### src/rtl/bus_rr_arbiter_pkg.sv
// Shared bus definitions: owner encoding, tenure width, default hold limit.
// Pure declarations; no logic, no latency, no flow control.
package bus_rr_arbiter_pkg;

   localparam int BUS_OWNER_W          = 2;
   localparam int BUS_MASTERS          = 4;
   localparam int BUS_TENURE_W         = 5;
   localparam int BUS_MAX_HOLD_DEFAULT = 16;

   typedef enum logic [BUS_OWNER_W-1:0] {
      BUS_OWNER_MASTER_0 = 2'd0,
      BUS_OWNER_MASTER_1 = 2'd1,
      BUS_OWNER_MASTER_2 = 2'd2,
      BUS_OWNER_MASTER_3 = 2'd3
   } bus_owner_e;

   // Active-low one-cold grant vector for an encoded owner.
   function automatic logic [BUS_MASTERS-1:0] owner_grnt_n(input logic [BUS_OWNER_W-1:0] o);
      return ~(4'b0001 << o);
   endfunction

endpackage

### src/rtl/bus_rr_pick.sv
// Round-robin search from owner+1 upward, owner itself last unless excluded.
// Purely combinational, zero latency; no backpressure.
module bus_rr_pick
   import bus_rr_arbiter_pkg::*;
(
   input  logic [BUS_OWNER_W-1:0] owner,
   input  logic [BUS_MASTERS-1:0] req_,
   input  logic                   exclude_owner,
   output logic [BUS_OWNER_W-1:0] next_owner,
   output logic                   found
);

   logic [BUS_OWNER_W-1:0] cand;

   always_comb begin
      next_owner = owner;
      found      = 1'b0;
      cand       = owner;
      if (!exclude_owner && !req_[owner]) begin
         found = 1'b1;
      end
      // Walk farthest-first so the nearest requester after owner wins.
      for (int i = 3; i >= 1; i--) begin
         cand = owner + BUS_OWNER_W'(i);
         if (!req_[cand]) begin
            next_owner = cand;
            found      = 1'b1;
         end
      end
   end

endmodule

### src/rtl/bus_rr_arbiter.sv
// Four-master round-robin bus arbiter with bounded tenure; grant one cycle after request.
// No backpressure: a contended owner is pre-empted after MAX_HOLD cycles.
module bus_rr_arbiter
   import bus_rr_arbiter_pkg::*;
#(
   parameter int MAX_HOLD = BUS_MAX_HOLD_DEFAULT
)(
   input  logic                   clk,
   input  logic                   reset,
   input  logic                   m0_req_,
   input  logic                   m1_req_,
   input  logic                   m2_req_,
   input  logic                   m3_req_,
   output logic                   m0_grnt_,
   output logic                   m1_grnt_,
   output logic                   m2_grnt_,
   output logic                   m3_grnt_,
   output logic [BUS_OWNER_W-1:0] owner
);

   localparam logic [BUS_TENURE_W-1:0] TENURE_MAX = BUS_TENURE_W'(MAX_HOLD - 1);

   logic [BUS_MASTERS-1:0]  req_;
   logic [BUS_TENURE_W-1:0] tenure;
   logic [BUS_TENURE_W-1:0] tenure_nxt;
   logic [BUS_OWNER_W-1:0]  owner_nxt;
   logic [BUS_OWNER_W-1:0]  pick_owner;
   logic                    pick_found;
   logic                    owner_req;
   logic                    other_req;

   assign req_      = {m3_req_, m2_req_, m1_req_, m0_req_};
   assign owner_req = ~req_[owner];
   assign other_req = |(~req_ & ~(4'b0001 << owner));

   // A requesting owner only ever hands over to someone else, so exclude it.
   bus_rr_pick u_pick (
      .owner         (owner),
      .req_          (req_),
      .exclude_owner (owner_req),
      .next_owner    (pick_owner),
      .found         (pick_found)
   );

   always_comb begin
      owner_nxt  = owner;
      tenure_nxt = tenure;
      if (owner_req) begin
         if (other_req && tenure == TENURE_MAX) begin
            owner_nxt = pick_owner;
         end
      end else if (pick_found) begin
         owner_nxt = pick_owner;
      end

      if (owner_nxt != owner) begin
         tenure_nxt = '0;
      end else if (owner_req && tenure < TENURE_MAX) begin
         tenure_nxt = tenure + 1'b1;
      end
   end

   always_ff @(posedge clk or negedge reset) begin
      if (!reset) begin
         owner  <= BUS_OWNER_MASTER_0;
         tenure <= '0;
      end else begin
         owner  <= owner_nxt;
         tenure <= tenure_nxt;
      end
   end

   // Grants come straight off the owner flops so they always agree with owner.
   assign {m3_grnt_, m2_grnt_, m1_grnt_, m0_grnt_} = owner_grnt_n(owner);

endmodule
### config.mk
export PLATFORM = sky130hd
export DESIGN_NAME = bus_rr_arbiter
export DESIGN_NICKNAME = d
export VERILOG_FILES = /design/src/rtl/bus_rr_arbiter_pkg.sv /design/src/rtl/bus_rr_pick.sv /design/src/rtl/bus_rr_arbiter.sv
export SDC_FILE = /design/constraint.sdc
export NUM_CORES = 1
export LEC_CHECK = 0
export ABC_AREA = 1
export BUFFER_PORTS_ARGS = -buffer_cell sky130_fd_sc_hd__clkbuf_2
export CAP_MARGIN = 0
export CORE_ASPECT_RATIO = 0.9
export CORE_MARGIN = 2
export CORE_UTILIZATION = 25
export DETAILED_ROUTE_END_ITERATION = 8
export PLACE_DENSITY = 0.52
export SLEW_MARGIN = 25
export SYNTH_ARGS = -nofsm -noshare
export SYNTH_HDL_FRONTEND = slang
export SYNTH_HIERARCHICAL = 1
export SYNTH_SLANG_ARGS = --single-unit
### constraint.sdc
create_clock -name clk -period 5.2 [get_ports clk]
set_input_delay 1.04 -clock clk [delete_from_list [all_inputs] [get_ports clk]]
set_output_delay 1.04 -clock clk [all_outputs]
set_load 0.02 [all_outputs]
==> impl_metrics.csv <==
group,metric,value,unit
yosys,synthesis.area,895,µm²
die,design.die.area,4070,µm²
layout,antenna_cells,0,
die,io-pin-count,12,
die,dieHeight,60.8,µm
clock_network,cts_hold_buf,0,
setup_path,arrival,2730,ps
setup_path,rr_worst_depth,10,
clock_network,root_buffer,"clkbuf_8",
layout,fin_area,1020,µm²
layout,regArea,175,µm²
placement,post-place-ws,2350,ps
setup_path,critPathMaxStageDelay,460,ps
job,drv_cap,0,
grt,grt.total_usage,10.4,%
drt,wire_per_inst,9.32,µm
yosys,synth-compound-area-share,6.57,%
clock_network,clk_latency,230,ps
grt,overflow,0,
layout,fillers,398,
setup_path,crit_fanout,9,
yosys,synth_top_area_share,19.6,%
yosys,synth-main-ff-cell,"dfrtp_1",
drt,drt_iter0_drc,75,
clock_network,clock_sinks,7,
setup_path,reg2reg_from,"owner[0]",
pwr,powerDensity,661,nW/µm²
setup_path,worst_path_most_repeated_cell,"nand3_1",
yosys,async_flop_share,100,%
yosys,synthMuxAreaShare,0,%
setup_path,crit_chain,"clkbuf_2 -> inv_1 -> nand3_1 -> nand4_4 -> o31ai_1 -> o21ai_0 -> or2_1 -> nand3_1 -> nand2_2 -> nand2_4 -> nor2_2",
sta,finalHoldViolations,0,
status,status,"finished clean",
worst_hold_path,hold_end,"tenure[4]",
setup_path,critPathCaptureType,"register",
yosys,synth_warnings,6,
layout,layout-drive-gt1-share,30.6,%
sta,tns,0,ps
clock_network,h-tree-depth,1,
setup_path,worst-endpoint-required,5310,ps
placement,port_buffers,11,
placement,placed_cell_area,971,µm²
yosys,synth_top_family_by_area,"simple AND/OR/NAND/NOR gates",
drt,drt-total-wl,1870,µm
sta,fin_crit,2620,ps
drt,drc,0,
layout,multi_input_area,584,µm²
yosys,synth_fa_ha_area_share,2.80,%
yosys,synth_seq_area_share,19.6,%
grt,grt_max_degree,21,
sta,slew_headroom,46.5,%
yosys,synth.avg_cell_area,6.17,µm²
die,core,3400,µm²
yosys,synth_xor_xnor_area_share,1.96,%
sta,rsz0062_at_grt,"false",
die,rows,20,
setup_path,critPathKind,"in2reg",
clock_network,cts_made_buffers,3,
yosys,synth.distinct_cells,26,
grt,antenna_found_initial,0,
die,start_util,26.3,%
drt,ant_nets,0,
sta,hold_slack,553,ps
yosys,yosys-top-cells-area,"dfrtp_1 (20%), nand2_1 (18%), nand2_2 (12%)",
sta,timing_worst_slew_pin_value,803,ps
worst_hold_path,hold_depth,2,
placement,globalplace.congestion,0.790,
sta,max_freq,382,MHz
layout,finish.utilization,29.9,%
sta,fin_crit_sh,50.3,%
setup_path,rrSetupSlack,2590,ps
setup_path,start_kind,"input pin",
grt,grt_pass1_vias,743,
drt,vias,870,
clock_network,clock_path_buffers,2,
sta,fin_ws,2580,ps
clock_network,clkSlewWorstSetupHoldPaths,40,ps
sta,clock_skew,0.924,ps
worst_hold_path,hold_path_class,"reg2reg",
pwr,ir_worst_vdd,0.106,mV
pwr,power_leakage,0.527,nW
yosys,yosysMostFrequentCell,"nand2_1",
yosys,synth-seq-cells,7,
clock_network,tritoncts,"done",
yosys,yosys-top-cells-count,"nand2_1 (42), nand3_1 (20), nand2_2 (17)",
yosys,synth_cells,145,
drt,dr.pass1.iters,4,
layout,final_nets,166,
yosys,syn_nets,153,
sta,drv_slew,0,
sta,setup_viol,0,
drt,vias_per_cell,4.33,
yosys,yosys.area_share.simple,54.0,%
die,die_w,67.1,µm
layout,syn_to_final_growth,13.6,%
setup_path,r2r-end,"tenure[1]",
grt,grt_pass1_wl,3250,µm
clock_network,cts_setup_buffers,0,
placement,hpwl,1500,µm
worst_hold_path,hp-start,"tenure[4]",
setup_path,cp_slowest_cell,"o31ai_1",
yosys,yosysTopAreaCell,"dfrtp_1",
clock_network,cts_resized,0,
yosys,synth_enable_flop_cells,0,
how the worst max path moves through the flow:
stage	startpoint	endpoint	slack, ps	depth (start not counted)
after floorplan	m1_req_	tenure[0]	2700	10
after global placement	m1_req_	tenure[4]	2380	11
after detailed placement	m1_req_	tenure[4]	2350	11
after CTS	m1_req_	tenure[1]	2570	11
after global routing	owner[0]	tenure[4]	2380	10
final	m1_req_	tenure[1]	2580	11
power breakdown:
| group | switching [W] | internal, W |
|---|---|---|
| logic | 0.000311 | 0.000166 |
| registers | 0.0000534 | 0.0000661 |
| clock network | 0.0000228 | 0.0000530 |
kinds of logic (layout without fill, tap and decap cells):
family,after synthesis,in the layout
compound gates,10,10
simple gates,98,98
flops,7,7
fa+ha+maj,2,2
buf+inv,26,38
xor+xnor,2,2
critical path: cells and delay by family:
family / cells / cell delay, ps
AND/OR/NAND/NOR: 7 / 890
AO/OA/AOI/OAI: 2 / 620
buffers and inverters: 2 / 180
layout make-up:
class	instances	area share, %
sequential	7	17.2
tap	44	5.42
multi-input combinational	112	57.5
timing repair buffer	11	5.42
clock buffer	4	4.43
inverter	23	9.98
routing by layer:
metal  share of wire [%]  vias up  global-route usage, %  routed length, µm
met5                   0        -                      0                  0
met4                0.85        0                   4.37                 16
met3                 2.9        2                   1.11                 55
met2                  45       16                   15.7                837
met1                  51      375                   15.0                964
li1                    -      477                      -                  -
sequential cells by signal, indices dropped and copies added (netlist names):
signal and cells:
tenure 5, owner 2
layout by cell type, fill, tap and decap left out, drive strengths merged:
| master | n |
|---|---|
| nand2 | 60 |
| or2 | 2 |
| o31ai | 1 |
| a21oi | 2 |
| dfrtp | 7 |
| nand3 | 20 |
| clkbuf | 15 |
| xnor2 | 1 |
| nand4 | 2 |
| xor2 | 1 |
| inv | 23 |
| o21ai | 6 |
| ha | 2 |
| o211ai | 1 |
| nor2 | 14 |
stage by stage:
stage	instances	power, W
2_1_floorplan	145	0.000528
3_3_place_gp	197	0.000602
3_5_place_dp	197	0.000596
4_1_cts	201	0.000675
5_1_grt	201	0.000747
6_report	201	0.000672
Note: power is estimated with default switching activity, not from simulation.
